`src/rtl/mem_arbiter.sv`:
```
// mem_arbiter: arbitrates icache and dcache line transfers onto one request/response bus.
// Define MEM_ARB_RR_EN for round-robin tie-breaking; the default build gives the dcache fixed priority.
module mem_arbiter #(
    parameter int WIDTH = 64,
    parameter int BEATS = 8
) (
    input  logic             clk,
    input  logic             reset,
    input  logic             ic_req,
    input  logic [WIDTH-1:0] ic_addr,
    output logic             ic_gnt,
    output logic             ic_data_valid,
    output logic [WIDTH-1:0] ic_data,
    output logic             ic_done,
    input  logic             dc_req,
    input  logic             dc_we,
    input  logic [WIDTH-1:0] dc_addr,
    input  logic [WIDTH-1:0] dc_wdata,
    output logic             dc_gnt,
    output logic             dc_data_valid,
    output logic [WIDTH-1:0] dc_data,
    output logic             dc_done,
    output logic             dc_wnext,
    output logic             bus_reqcyc,
    output logic [WIDTH-1:0] bus_req,
    input  logic             bus_reqack,
    input  logic             bus_respcyc,
    input  logic [WIDTH-1:0] bus_resp,
    output logic             bus_respack
);
    localparam int CW = (BEATS > 1) ? $clog2(BEATS) : 1;
    localparam logic [CW-1:0] LAST = CW'(BEATS - 1);
    localparam logic [WIDTH-1:0] LINE_KEEP = {{(WIDTH-6){1'b1}}, 6'b0};

    typedef enum logic [2:0] {IDLE, ISSUE, WDATA, RESP, DONE} state_t;
    typedef enum logic {OWN_IC, OWN_DC} owner_t;

    state_t            state_q, state_d;
    owner_t            owner_q, win;
    logic              we_q;
    logic [WIDTH-1:0]  addr_q;
    logic [CW-1:0]     cnt_q;
    logic              last_beat;

`ifdef MEM_ARB_RR_EN
    owner_t last_owner;

    always_ff @(posedge clk) begin
        if (!reset) begin
            last_owner <= OWN_IC;
        end else if (state_q == DONE) begin
            last_owner <= owner_q;
        end
    end
`endif

    // A lone requester always wins; the macro only decides simultaneous requests.
    always_comb begin
        win = OWN_IC;
        if (dc_req) begin
`ifdef MEM_ARB_RR_EN
            win = (ic_req && last_owner == OWN_DC) ? OWN_IC : OWN_DC;
`else
            win = OWN_DC;
`endif
        end
    end

    assign last_beat = (cnt_q == LAST);

    always_ff @(posedge clk) begin
        if (!reset) begin
            state_q <= IDLE;
        end else begin
            state_q <= state_d;
        end
    end

    always_comb begin
        state_d     = state_q;
        bus_reqcyc  = 1'b0;
        bus_req     = '0;
        bus_respack = 1'b0;
        dc_wnext    = 1'b0;
        ic_done     = 1'b0;
        dc_done     = 1'b0;
        case (state_q)
            IDLE: begin
                if (ic_req || dc_req) state_d = ISSUE;
            end
            ISSUE: begin
                bus_reqcyc = 1'b1;
                bus_req    = addr_q;
                if (bus_reqack) state_d = we_q ? WDATA : RESP;
            end
            WDATA: begin
                bus_reqcyc = 1'b1;
                bus_req    = dc_wdata;
                dc_wnext   = bus_reqack;
                if (bus_reqack && last_beat) state_d = DONE;
            end
            RESP: begin
                bus_respack = bus_respcyc;
                if (bus_respcyc && last_beat) state_d = DONE;
            end
            DONE: begin
                ic_done = (owner_q == OWN_IC);
                dc_done = (owner_q == OWN_DC);
                state_d = IDLE;
            end
            default: state_d = IDLE;
        endcase
    end

    always_ff @(posedge clk) begin
        if (!reset) begin
            owner_q       <= OWN_IC;
            we_q          <= 1'b0;
            addr_q        <= '0;
            cnt_q         <= '0;
            ic_gnt        <= 1'b0;
            dc_gnt        <= 1'b0;
            ic_data_valid <= 1'b0;
            dc_data_valid <= 1'b0;
            ic_data       <= '0;
            dc_data       <= '0;
        end else begin
            ic_gnt        <= 1'b0;
            dc_gnt        <= 1'b0;
            ic_data_valid <= 1'b0;
            dc_data_valid <= 1'b0;
            case (state_q)
                IDLE: begin
                    if (ic_req || dc_req) begin
                        owner_q <= win;
                        we_q    <= (win == OWN_DC) && dc_we;
                        addr_q  <= ((win == OWN_DC) ? dc_addr : ic_addr) & LINE_KEEP;
                        ic_gnt  <= (win == OWN_IC);
                        dc_gnt  <= (win == OWN_DC);
                    end
                end
                ISSUE: begin
                    if (bus_reqack) cnt_q <= '0;
                end
                WDATA: begin
                    if (bus_reqack && !last_beat) cnt_q <= cnt_q + CW'(1);
                end
                RESP: begin
                    if (bus_respcyc) begin
                        if (owner_q == OWN_IC) begin
                            ic_data       <= bus_resp;
                            ic_data_valid <= 1'b1;
                        end else begin
                            dc_data       <= bus_resp;
                            dc_data_valid <= 1'b1;
                        end
                        if (!last_beat) cnt_q <= cnt_q + CW'(1);
                    end
                end
                default: ;
            endcase
        end
    end
endmodule

```
`config.mk`:
```
export PLATFORM = sky130hd
export DESIGN_NAME = mem_arbiter
export DESIGN_NICKNAME = d
export VERILOG_FILES = /design/src/rtl/mem_arbiter.sv
export SDC_FILE = /design/constraint.sdc
export NUM_CORES = 1
export LEC_CHECK = 0
export ABC_AREA = 1
export BUFFER_PORTS_ARGS = -buffer_cell sky130_fd_sc_hd__buf_2
export CAP_MARGIN = 20
export CORE_AREA = 4 4 178 180
export CTS_CLUSTER_DIAMETER = 150
export DETAILED_ROUTE_END_ITERATION = 6
export DIE_AREA = 0 0 182 184
export PLACE_DENSITY = 0.57
export SETUP_SLACK_MARGIN = 0.4
export SYNTH_ARGS = -nofsm -noshare
export SYNTH_HDL_FRONTEND = slang
export SYNTH_SLANG_ARGS = --single-unit
```
`constraint.sdc`:
```
create_clock -name clk -period 4.2 [get_ports clk]
set_clock_uncertainty 0.15 [all_clocks]
set_input_delay 0.84 -clock clk [delete_from_list [all_inputs] [get_ports clk]]
set_output_delay 0.84 -clock clk [all_outputs]
set_load 0.03 [all_outputs]
```
---- Word-level counts from Yosys, hierarchy flattened ----
Cells that the tools add are included.
word-level totals
  bits in registers ....................... 198
  bits of input ports ..................... 263
  output and inout port bits .............. 201
  logic and storage cells ................. 63
operators by class
  $add $sub $neg .......................... 1
  equality and inequality tests ........... 12
  mux-type cells .......................... 21
  bitwise logic cells ..................... 2
  reductions and logical operators ........ 16
operator list
  cell                 count
  $pmux 64 s2          1
  $mux 64              1
  $mux 3               8
  $ne 2x2->1 const B   7
  $pmux 3 s4           1
  $reduce_and 3->1     4
  $mux 1               9
  $pmux 3 s3           1
  $eq 3x2->1 const B   2
  $eq 3x3->1 const B   2
  $reduce_and 5->1     1
  $logic_and 1x1->1    4
  $reduce_and 4->1     1
  $add 3x1->3 const B  1
  $eq 3x1->1 const B   1
  $logic_not 3->1      1
  $reduce_bool 3->1    1
  $not 1->1            2
  $reduce_and 2->1     1
  $reduce_or 2->1      1
  $logic_not 1->1      1
  $logic_or 1x1->1     1

---- Logic depth before layout (Yosys ltp) ----
Gate-level depths: netlist of run 1.
  depth after elaboration ................. 5
  mapped depth ............................ 10

---- Worst setup path before layout of run 1 ----
OpenSTA, ideal clock, no wires.
  path kind ............................... register to output
  from .................................... register state_q[0]
  to ...................................... output port bus_req[21]
  arrival time ............................ 1.582 ns
  path slack .............................. 1.628 ns
  stages on the path, launching flop included .. 6
  buffers on the path ..................... 1
  cell sequence ........................... dfxtp_1 > nand2_1 > nor2_1 > inv_1 > clkbuf_1 > o21ai_0
on the way
  word-level cells in the longest chain between the ends .. 2
  elaborated cells on any way between the ends .. 3
  classes of those cells .................. eq/ne: 2; mux: 1
ends and longest elaborated chain
  item                                      RTL line  RTL
  from (decl)                               38        state_t state_q, state_d;
  from (signal assigned)                    75        state_q <= state_d;
  $eq 3x2->1 or $eq 3x1->1 (tied branches)  87        case (state_q)
  $pmux 64 s2 (*)                           87
  to (decl)                                 25        output logic [WIDTH-1:0] bus_req,
Every way passes the cells marked *; elsewhere a longest branch is shown, timed or not.

---- Worst setup path after layout of run 1 ----
  from .................................... register state_q[2]
  to ...................................... output port bus_req[21]
Same word-level chain as after synthesis.

==> flow_metrics.env, run 1 <==
export IMPL_final_setup_tns_ns=0
export IMPL_synth_cell_area_sq_um=8414
export IMPL_setup_ws_ns=0.8071
export IMPL_post_route_util=0.3836
export IMPL_detailedRoute_firstPassIterationCount=4
export IMPL_placedInstanceArea_sq_um=10950
export IMPL_fmax_ghz=0.2947
export IMPL_dp_final_hpwl_mm=23.50
export IMPL_synth_yosys_seq_area_share=0.4711
export IMPL_power_static_leakage_nw=5.721
export IMPL_ff_latch_area_sq_um=3964
export IMPL_worstSetupStartpointType="register"
export IMPL_slew_headroom=0.3156
export IMPL_yosysMostFrequentCell="sky130_fd_sc_hd__nor2_1"
export IMPL_vias_in_the_first_global_route=8857
export IMPL_postSynthRegisterBits=198
export IMPL_fp_dieArea_sq_um=33490
export IMPL_route_final_wire_length_mm=31.53
export IMPL_cts_repair_resize_count=0
export IMPL_start_util=0.2787
export IMPL_grtUsageTotal=0.1785
export IMPL_drive_above_1_share=0.3120
export IMPL_min_period_ns=3.393
export IMPL_timing_final_crit_share=0.8078
export IMPL_slowest_delay_ns=0.62
export IMPL_post_route_drc_count=0
export IMPL_gp_congestion=0.8359
export IMPL_die_height_um=184
export IMPL_num_io_pins=464
export IMPL_core_area_sq_um=30190
export IMPL_holdBufCountCts=0
export IMPL_worst_path_buf_inv=3
export IMPL_io_buffers=451
export IMPL_max_slew_worst_pin_slew_ns=1.027
export IMPL_synth_yosys_warnings=0
export IMPL_cap_violations=0
export IMPL_synth_top_area_share=0.4711
export IMPL_async_reset_ff_frac=0
export IMPL_worst_setup_hold_path_clk_slew_ns=0.07
export IMPL_grt_pass1_wl_mm=47.69
export IMPL_arrival_ns=2.40
export IMPL_clock_root_buffer="sky130_fd_sc_hd__clkbuf_16"
export IMPL_synth_enable_flop_cells=0
export IMPL_nets=1890
export IMPL_synthToLayoutAreaGrowth_pct=37.64
export IMPL_viasPerCell=4.587
export IMPL_path_delay_family="buffers and inverters"
export IMPL_worst_setup_path_end_kind="output port"
export IMPL_total_setup_violations_reported_at_the_end_of_the_flow=0
export IMPL_synthTopCellsByArea="sky130_fd_sc_hd__dfxtp_1 47%, sky130_fd_sc_hd__nor2_1 13%, sky130_fd_sc_hd__nand2_1 8.8%, sky130_fd_sc_hd__o21ai_0 8.1%, sky130_fd_sc_hd__o21ai_1 6.6%"
export IMPL_syn_num_nets=1496
export IMPL_syn_area_per_cell_sq_um=6.835
export IMPL_most_instantiated_flip_flop_cell_in_the_synthesis_netlist="sky130_fd_sc_hd__dfxtp_1"
export IMPL_drt_antenna_violating_nets=0
export IMPL_finalHoldWorstSlack_ns=0.2979
export IMPL_worstSetupPathType="reg -> out"
export IMPL_dp_slack_ns=1.257
export IMPL_timing_critical_path_required_ns=3.21
export IMPL_grt_overflow=0
export IMPL_core_rowCount=64
export IMPL_timing_max_transition_violations_final=0
export IMPL_n_antenna_cell=0
export IMPL_hold_path_class="reg -> reg"
export IMPL_width_of_the_die_um=182
export IMPL_h_tree_depth=4
export IMPL_ir_drop_uv=272.2
export IMPL_run_status="complete, no violations"
export IMPL_synth_top_area_cell="sky130_fd_sc_hd__dfxtp_1"
export IMPL_cp_slowest_cell="sky130_fd_sc_hd__inv_2"
export IMPL_cp_max_fo=60
export IMPL_first_iter_violations=415
export IMPL_yosys_top_cells_count="283 x sky130_fd_sc_hd__nor2_1, 198 x sky130_fd_sc_hd__dfxtp_1, 198 x sky130_fd_sc_hd__nand2_1, 136 x sky130_fd_sc_hd__o21ai_0, 111 x sky130_fd_sc_hd__o21ai_1"
export IMPL_grt_antenna_before_repair=4
export IMPL_clock_insertion_delay_worst_skew_ns=0.43
export IMPL_routed_wire_length_per_instance_um=15.50
export IMPL_tritoncts_num_buffers=17
export IMPL_syn_instance_count=1231
export IMPL_grt_max_degree=96
export IMPL_clock_tree_from_tritoncts="built"
export IMPL_multi_input_area_sq_um=3790
export IMPL_final_design_area_no_fill_sq_um=11580
export IMPL_cts_max_path_buffers=2
export IMPL_timing_critical_path_cells="inv_2 > nand2_1 > nor2_1 > inv_2 > o21ai_0 > buf_2"
export IMPL_critPathMostFrequentCell="sky130_fd_sc_hd__inv_2"
export IMPL_report_final_hold_viol_count=0
export IMPL_tritoncts_num_sinks=198
export IMPL_post_cts_setup_buffer_count=0
export IMPL_routed_via_count=9330
export IMPL_power_density_nw_per_um2=543.6
export IMPL_grt_setup_unrepaired="no"
export IMPL_num_fill_cells=3263
export IMPL_yosysUniqueCellTypes=21
==> through the flow <==
stage / instances / power [mW]
finish: 2034 / 6.296
global placement: 2002 / 4.606
detailed placement: 2002 / 4.635
floorplan: 1231 / 3.885
global route: 2034 / 6.679
CTS: 2034 / 6.382
==> area by class of cell <==
| cell class | count | share of cell area |
|---|---|---|
| well taps | 396 | 0.04278 |
| multi-input cells | 864 | 0.3272 |
| repair buffers | 466 | 0.2081 |
| clock buffers | 17 | 0.03673 |
| clock inverters | 15 | 0.01761 |
| flip-flops and latches | 198 | 0.3423 |
| inverters | 78 | 0.02528 |
==> metal layers <==
layer	up-vias	global-route usage	part of all wire	routed length [um]
met3	58	0.04610	0.076	2390
met5	-	0	0.00054	17
met2	376	0.3006	0.47	14740
li1	4743	-	-	-
met4	2	0.07866	0.036	1126
met1	4151	0.2156	0.42	13260
==> sequential cells by signal (all words and copies together), names as in the netlist <==
name           count
dc_data_valid      1
dc_data           64
ic_gnt             1
ic_data           64
state_q            3
owner_q            1
ic_data_valid      1
addr_q            58
dc_gnt             1
cnt_q              3
we_q               1
==> power by group <==
part / total, mW / switching [mW] / leakage, nW / internal, mW
sequential: 2.30 / 0.113 / 1.61 / 2.19
combinational: 2.27 / 1.64 / 3.81 / 0.636
clock: 1.72 / 0.847 / 0.302 / 0.872
==> cells by family (layout without fill, tap and decap cells) <==
group / count (synthesis) / in the layout / synth area share
AO/OA/AOI/OAI: 308 / 308 / 0.1838
adder cells (fa/ha/maj): 2 / 2 / 0.002974
buffers and inverters: 169 / 576 / 0.08134
flip-flops: 198 / 198 / 0.4711
AND/OR/NAND/NOR: 554 / 554 / 0.2608
==> cell usage in the layout (no fill, tap or decap), types with 4 or more instances in the layout <==
| master | n |
|---|---|
| sky130_fd_sc_hd__buf_2 | 450 |
| sky130_fd_sc_hd__nor2_1 | 282 |
| sky130_fd_sc_hd__dfxtp_1 | 198 |
| sky130_fd_sc_hd__nand2_1 | 196 |
| sky130_fd_sc_hd__o21ai_0 | 136 |
| sky130_fd_sc_hd__o21ai_1 | 110 |
| sky130_fd_sc_hd__inv_1 | 72 |
| sky130_fd_sc_hd__nand3_1 | 65 |
| sky130_fd_sc_hd__a21oi_1 | 59 |
| sky130_fd_sc_hd__clkbuf_16 | 17 |
| sky130_fd_sc_hd__buf_4 | 13 |
| sky130_fd_sc_hd__inv_2 | 6 |
| sky130_fd_sc_hd__clkinv_8 | 5 |
| sky130_fd_sc_hd__inv_6 | 4 |
==> worst min-delay path: cells and delay by family (launching register included) <==
family,cells,cell delay (ns)
DFF,1,0.30
buffers and inverters,1,0.06
AOI/OAI and AO/OA,1,0.05
==> path summary, 6_finish.rpt <==
| kind | from | to | slack (ns) | cells past startpoint |
|---|---|---|---|---|
| setup / recovery | state_q[2]$_SDFFE_PN0P_ | bus_req[21] | 0.81 | 6 |
| hold / removal | addr_q[13]$_SDFFE_PN0P_ | addr_q[13]$_SDFFE_PN0P_ | 0.30 | 2 |
| setup reg to reg | state_q[0]$_SDFFE_PN0P_ | dc_data[41]$_SDFFE_PN0P_ | 1.95 | 7 |
| hold reg to reg | addr_q[13]$_SDFFE_PN0P_ | addr_q[13]$_SDFFE_PN0P_ | 0.30 | 2 |
No activity file was read; power rests on OpenSTA's default activity.
==> inputs of run 2 (changes only) <==
Settings changed: ABC_AREA 1 to 0, CORE_AREA 4 4 178 180 to 4 4 177 179, DIE_AREA 0 0 182 184 to 0 0 181 183, PLACE_DENSITY 0.57 to 0.59.
Clock period 4.2 ns to 3.16 ns, I/O delays scaled along.
==> flow_metrics.env, run 2 <==
export IMPL_width_of_the_die_um=181
export IMPL_r2r_start="state_q[1]$_SDFFE_PN0P_"
export IMPL_finalNonFillerCells=1700
export IMPL_timing_max_transition_violations_final=0
export IMPL_async_reset_ff_frac=0
export IMPL_max_slew_worst_pin_slew_ns=1.022
export IMPL_worstSetupPathType="reg -> out"
export IMPL_grt_setup_unrepaired="no"
export IMPL_power_density_nw_per_um2=514.1
export IMPL_yosys_top_cells_count="198 x sky130_fd_sc_hd__dfxtp_1, 197 x sky130_fd_sc_hd__nand2_1, 187 x sky130_fd_sc_hd__mux2i_1, 61 x sky130_fd_sc_hd__a21oi_1, 59 x sky130_fd_sc_hd__a22o_1"
export IMPL_reg2reg_slack_ns=1.12
export IMPL_routed_via_count=8080
export IMPL_postSynthRegisterBits=198
export IMPL_slew_headroom=0.3189
export IMPL_clock_insertion_delay_worst_skew_ns=0.42
export IMPL_drive_above_1_share=0.4419
export IMPL_synth_top_area_cell="sky130_fd_sc_hd__dfxtp_1"
export IMPL_tritoncts_num_sinks=198
export IMPL_grt_pass1_wl_mm=44.87
export IMPL_most_instantiated_flip_flop_cell_in_the_synthesis_netlist="sky130_fd_sc_hd__dfxtp_1"
export IMPL_timing_final_crit_share=0.8448
export IMPL_cts_max_path_buffers=2
export IMPL_post_route_drc_count=0
export IMPL_cap_violations=0
export IMPL_top_regs="dc_data: 64 flops, ic_data: 64 flops, addr_q: 58 flops"
export IMPL_min_period_ns=2.670
export IMPL_worstSetupStartpointType="register"
export IMPL_viasPerCell=4.753
export IMPL_core_rowCount=63
export IMPL_yosysMostFrequentCell="sky130_fd_sc_hd__dfxtp_1"
export IMPL_h_tree_depth=4
export IMPL_core_area_sq_um=29560
export IMPL_detailedRoute_firstPassIterationCount=5
export IMPL_layout_commonest_cell="sky130_fd_sc_hd__buf_2"
export IMPL_dp_final_hpwl_mm=21.49
export IMPL_syn_instance_count=888
export IMPL_grt_overflow=0
export IMPL_holdBufCountCts=0
export IMPL_grt_max_degree=106
export IMPL_syn_num_nets=1153
export IMPL_start_util=0.3018
export IMPL_report_final_hold_viol_count=0
export IMPL_place_detailed_instances=1658
export IMPL_nets=1560
export IMPL_grtUsageTotal=0.1659
export IMPL_rr_endpoint="ic_data[4]$_SDFFE_PN0P_"
export IMPL_cp_max_fo=16
export IMPL_clock_root_buffer="sky130_fd_sc_hd__clkbuf_16"
export IMPL_num_fill_cells=2980
export IMPL_reg2reg_path_depth=4
export IMPL_fp_dieArea_sq_um=33120
export IMPL_hold_path_class="reg -> reg"
export IMPL_synth_cell_area_sq_um=8922
export IMPL_run_status="complete, no violations"
export IMPL_arrival_ns=1.89
export IMPL_worst_setup_path_end_kind="output port"
export IMPL_synth_yosys_warnings=0
export IMPL_clock_tree_from_tritoncts="built"
export IMPL_tritoncts_num_buffers=17
export IMPL_first_iter_violations=391
export IMPL_fmax_ghz=0.3746
export IMPL_synthTopCellsByArea="sky130_fd_sc_hd__dfxtp_1 44%, sky130_fd_sc_hd__mux2i_1 21%, sky130_fd_sc_hd__nand2_1 8.3%, sky130_fd_sc_hd__a211oi_2 8.1%, sky130_fd_sc_hd__a22o_1 5.8%"
export IMPL_route_final_wire_length_mm=30.42
export IMPL_timing_critical_path_required_ns=2.38
export IMPL_synth_yosys_seq_area_share=0.4443
export IMPL_startpoint_of_the_worst_setup_timing_path="state_q[2]$_SDFFE_PN0P_"
export IMPL_vias_in_the_first_global_route=8053
export IMPL_grt_antenna_before_repair=3
export IMPL_total_setup_violations_reported_at_the_end_of_the_flow=0
export IMPL_final_setup_tns_ns=0
export IMPL_worst_setup_hold_path_clk_slew_ns=0.08
export IMPL_crit_path_end="bus_req[63]"
export IMPL_leading_cell_types_in_the_layout_fill_and_taps_excluded="448 x sky130_fd_sc_hd__buf_2, 196 x sky130_fd_sc_hd__nand2_1, 195 x sky130_fd_sc_hd__dfxtp_1"
export IMPL_die_height_um=183
export IMPL_routed_wire_length_per_instance_um=17.90
export IMPL_synthToLayoutAreaGrowth_pct=37.05
export IMPL_gp_congestion=0.8511
export IMPL_power_static_leakage_nw=6.073
export IMPL_ir_drop_uv=322.1
export IMPL_synth_enable_flop_cells=0
export IMPL_synth_top_area_share=0.4443
export IMPL_yosysUniqueCellTypes=34
export IMPL_post_route_util=0.4137
export IMPL_drt_antenna_violating_nets=0
export IMPL_num_io_pins=464
export IMPL_syn_area_per_cell_sq_um=10.05
export IMPL_io_buffers=451
## run 2: cell types whose count changed after synthesis, sizes merged, moves of 5 or more
cell	change
inv	-77
nor2	-280
a22o	+59
clkbuf	-11
o21ai	-243
buf	+5
mux2i	+187
and2	+9
nand3	-64
a211oi	+58
## run 2: how the worst min path moves through the flow
stage	end	start	slack, ns	cells after the start
after detailed placement	ic_data[31]$_SDFFE_PN0P_	ic_data[31]$_SDFFE_PN0P_	0.30	2
final	ic_data[27]$_SDFFE_PN0P_	ic_data[27]$_SDFFE_PN0P_	0.31	2
after floorplan	we_q$_SDFFE_PN0P_	we_q$_SDFFE_PN0P_	0.29	2
after global routing	dc_data[42]$_SDFFE_PN0P_	bus_resp[42]	0.29	3
after CTS	dc_data[42]$_SDFFE_PN0P_	bus_resp[42]	0.29	3
after global placement	ic_data[49]$_SDFFE_PN0P_	ic_data[49]$_SDFFE_PN0P_	0.29	2
## run 2: stage by stage
step           hold slack (ns)  setup slack [ns]  total power [mW]  area [sq um]
2_1_floorplan           0.2864            0.8128             3.571          8922
3_3_place_gp            0.2894            0.7226             3.937         11410
3_5_place_dp            0.2955            0.6857             3.955         11410
4_1_cts                 0.2866            0.4075             6.309         12060
5_1_grt                 0.2895            0.3925             6.582         12230
6_report                0.3072            0.4904             6.286         12230
## run 2: layout make-up
class,instances,area (sq um),area share
flip-flops and latches,198,3975,0.3251
diodes,2,5.005,0.0004093
clock buffers,17,425.4,0.03479
multi-input cells,604,4501,0.3681
well taps,390,488.0,0.03991
clock inverters,15,217.7,0.01780
inverters,1,5.005,0.0004093
repair buffers,473,2611,0.2135
## run 2: worst max-delay path: stages, from the launching register on
cell and delay, ns:
sky130_fd_sc_hd__dfxtp_4 0.38, sky130_fd_sc_hd__nand2b_2 0.22, sky130_fd_sc_hd__nor2_4 0.18, sky130_fd_sc_hd__buf_12 0.15, sky130_fd_sc_hd__clkbuf_16 0.18, sky130_fd_sc_hd__a22o_1 0.13
sky130_fd_sc_hd__buf_2 0.22
## run 2: what timing repair did
action / CTS / global route
pin swaps: 0 / 1
cloned: 0 / 5
gates resized for setup: 2 / 7
setup buffers: 0 / 3
endpoints found under the setup margin: 66 / 66
## run 2: logic make-up after synthesis
kind of cell / count (synthesis) / share of synthesized area
simple gates: 229 / 0.1085
compound gates: 186 / 0.1801
mux: 187 / 0.2098
fa+ha+maj: 2 / 0.002804
buf+inv: 86 / 0.05455
flops: 198 / 0.4443
## run 2: per-layer routing
layer | global-route usage | routed length, um | vias up | share of wire
met5 | 0 | 0 | - | 0
met4 | 0.05014 | 609 | 0 | 0.020
met3 | 0.05038 | 2275 | 29 | 0.075
met2 | 0.2806 | 14860 | 297 | 0.49
met1 | 0.2051 | 12680 | 3792 | 0.42
li1 | - | - | 3962 | -
## run 2: power by group
group / total [mW] / internal, mW / switching (mW) / leakage [nW]
sequential: 2.70 / 2.61 / 0.0880 / 1.61
combinational: 1.25 / 0.494 / 0.751 / 4.15
clock: 2.34 / 1.17 / 1.17 / 0.309
==> inputs of run 3 (changes only) <==
Settings changed: PLACE_DENSITY 0.59 to 0.61.
Clock period 3.16 ns to 2.3 ns, I/O delays scaled along.
==> flow_metrics.env, run 3 (synthesis gave the netlist of run 2 again) <==
export IMPL_width_of_the_die_um=181
export IMPL_die_height_um=183
export IMPL_core_area_sq_um=29560
export IMPL_timing_max_transition_violations_final=0
export IMPL_detailedRoute_firstPassIterationCount=5
export IMPL_slowest_delay_ns=0.36
export IMPL_violated_checks="setup timing"
export IMPL_total_setup_violations_reported_at_the_end_of_the_flow=63
export IMPL_h_tree_depth=4
export IMPL_max_slew_worst_pin_slew_ns=1.030
export IMPL_final_design_area_no_fill_sq_um=15490
export IMPL_vias_in_the_first_global_route=8685
export IMPL_route_final_wire_length_mm=38.36
export IMPL_power_density_nw_per_um2=650.5
export IMPL_cp_max_fo=8
export IMPL_leading_cell_types_in_the_layout_fill_and_taps_excluded="380 x sky130_fd_sc_hd__buf_2, 195 x sky130_fd_sc_hd__nand2_1, 194 x sky130_fd_sc_hd__dfxtp_1"
export IMPL_place_detailed_instances=1663
export IMPL_routed_via_count=8889
export IMPL_drive_above_1_share=0.5639
export IMPL_core_rowCount=63
export IMPL_layout_commonest_cell="sky130_fd_sc_hd__buf_2"
export IMPL_io_buffers=451
export IMPL_worstSetupPathType="reg -> out"
export IMPL_num_io_pins=464
export IMPL_clock_tree_from_tritoncts="built"
export IMPL_fp_dieArea_sq_um=33120
export IMPL_path_delay_family="buffers and inverters"
export IMPL_first_iter_violations=400
export IMPL_clock_root_buffer="sky130_fd_sc_hd__clkbuf_16"
export IMPL_cp_slowest_cell="sky130_fd_sc_hd__dfxtp_4"
export IMPL_run_status="complete, but fails checks"
export IMPL_num_fill_cells=2582
export IMPL_ff_latch_area_sq_um=3976
export IMPL_timing_critical_path_cells="buf_12 > nor3b_4 > buf_6 > buf_12 > buf_16 > a22o_1 > buf_6"
export IMPL_cts_max_path_buffers=2
export IMPL_cap_violations=0
export IMPL_start_util=0.3018
export IMPL_worst_setup_hold_path_clk_slew_ns=0.08
export IMPL_top_regs="dc_data: 64 flops, ic_data: 64 flops, addr_q: 58 flops"
export IMPL_nets=1660
export IMPL_post_route_util=0.5241
export IMPL_timing_critical_path_required_ns=1.69
export IMPL_placedInstanceArea_sq_um=11600
export IMPL_power_static_leakage_nw=7.325
export IMPL_viasPerCell=4.930
export IMPL_routed_wire_length_per_instance_um=21.28
export IMPL_grtUsageTotal=0.1967
export IMPL_setup_ws_ns=-0.1989
export IMPL_arrival_ns=1.89
export IMPL_worstSetupStartpointType="register"
export IMPL_tritoncts_num_sinks=198
export IMPL_worst_path_buf_inv=5
export IMPL_grt_antenna_before_repair=8
export IMPL_grt_pass1_wl_mm=51.18
export IMPL_dp_slack_ns=0.1188
export IMPL_dp_final_hpwl_mm=22.58
export IMPL_grt_max_degree=69
export IMPL_multi_input_area_sq_um=5620
export IMPL_drt_antenna_violating_nets=0
export IMPL_synthToLayoutAreaGrowth_pct=73.62
export IMPL_min_period_ns=2.499
export IMPL_timing_final_crit_share=1.086
export IMPL_finalNonFillerCells=1803
export IMPL_gp_congestion=0.8926
export IMPL_clock_insertion_delay_worst_skew_ns=0.42
export IMPL_tritoncts_num_buffers=17
export IMPL_grt_setup_unrepaired="yes"
export IMPL_worst_setup_path_end_kind="output port"
export IMPL_hold_path_class="in -> reg"
export IMPL_grt_overflow=0
export IMPL_ir_drop_uv=400.2
export IMPL_report_final_hold_viol_count=0
export IMPL_final_setup_tns_ns=-7.730
export IMPL_fmax_ghz=0.4002
export IMPL_slew_headroom=0.3131
export IMPL_post_route_drc_count=0
## run 3: area by class of cell
type	instances	share of cell area
inverter	1	0.0003231
clock buffer	18	0.02770
multi-input combinational	609	0.3628
clock inverter	14	0.01494
antenna	5	0.0008077
tap	390	0.03150
timing repair buffer	568	0.3052
sequential	198	0.2567
## run 3: layer usage
layer / part of all wire / track usage / vias up
met5: 0.00070 / 0 / -
met4: 0.025 / 0.08016 / 4
met3: 0.080 / 0.07160 / 54
met2: 0.51 / 0.3388 / 372
met1: 0.38 / 0.2222 / 4255
li1: - / - / 4204
## run 3: power by group
group	total, mW	switching [mW]	internal (mW)
logic	2.94	1.46	1.48
clock network	3.35	1.55	1.80
registers	3.79	0.193	3.59
total	10.1	3.20	6.88
## run 3: path summary, 6_finish.rpt
kind / start / end / cells after the start / slack (ns)
hold / removal: bus_resp[48] / dc_data[48]$_SDFFE_PN0P_ / 3 / 0.14
hold reg to reg: ic_data[59]$_SDFFE_PN0P_ / ic_data[59]$_SDFFE_PN0P_ / 2 / 0.31
setup / recovery: state_q[2]$_SDFFE_PN0P_ / bus_req[62] / 7 / -0.20
setup reg to reg: state_q[0]$_SDFFE_PN0P_ / addr_q[18]$_SDFFE_PN0P_ / 10 / 0.16
## run 3: per-stage QoR
stage / power [mW] / hold WS [ns]
4_1_cts: 9.491 / 0.1056
3_5_place_dp: 5.483 / 0.2930
3_3_place_gp: 5.454 / 0.2899
6_report: 10.08 / 0.1360
5_1_grt: 10.45 / 0.1162
2_1_floorplan: 4.948 / 0.2864
## run 3: worst min-delay path, delay by kind of cell
kind	cells	cell delay [ns]
buffers and inverters	1	0.09
multiplexers	1	0.06
AND/OR/NAND/NOR	1	0.06
## run 3: repair_timing
item                                    4_1_cts  5_1_grt
endpoints found under the setup margin      162      252
hold buffers                                  0        0
resized for setup                           243      156
gates cloned                                 19       18
setup buffers                                32       34
pin swaps                                   101      134
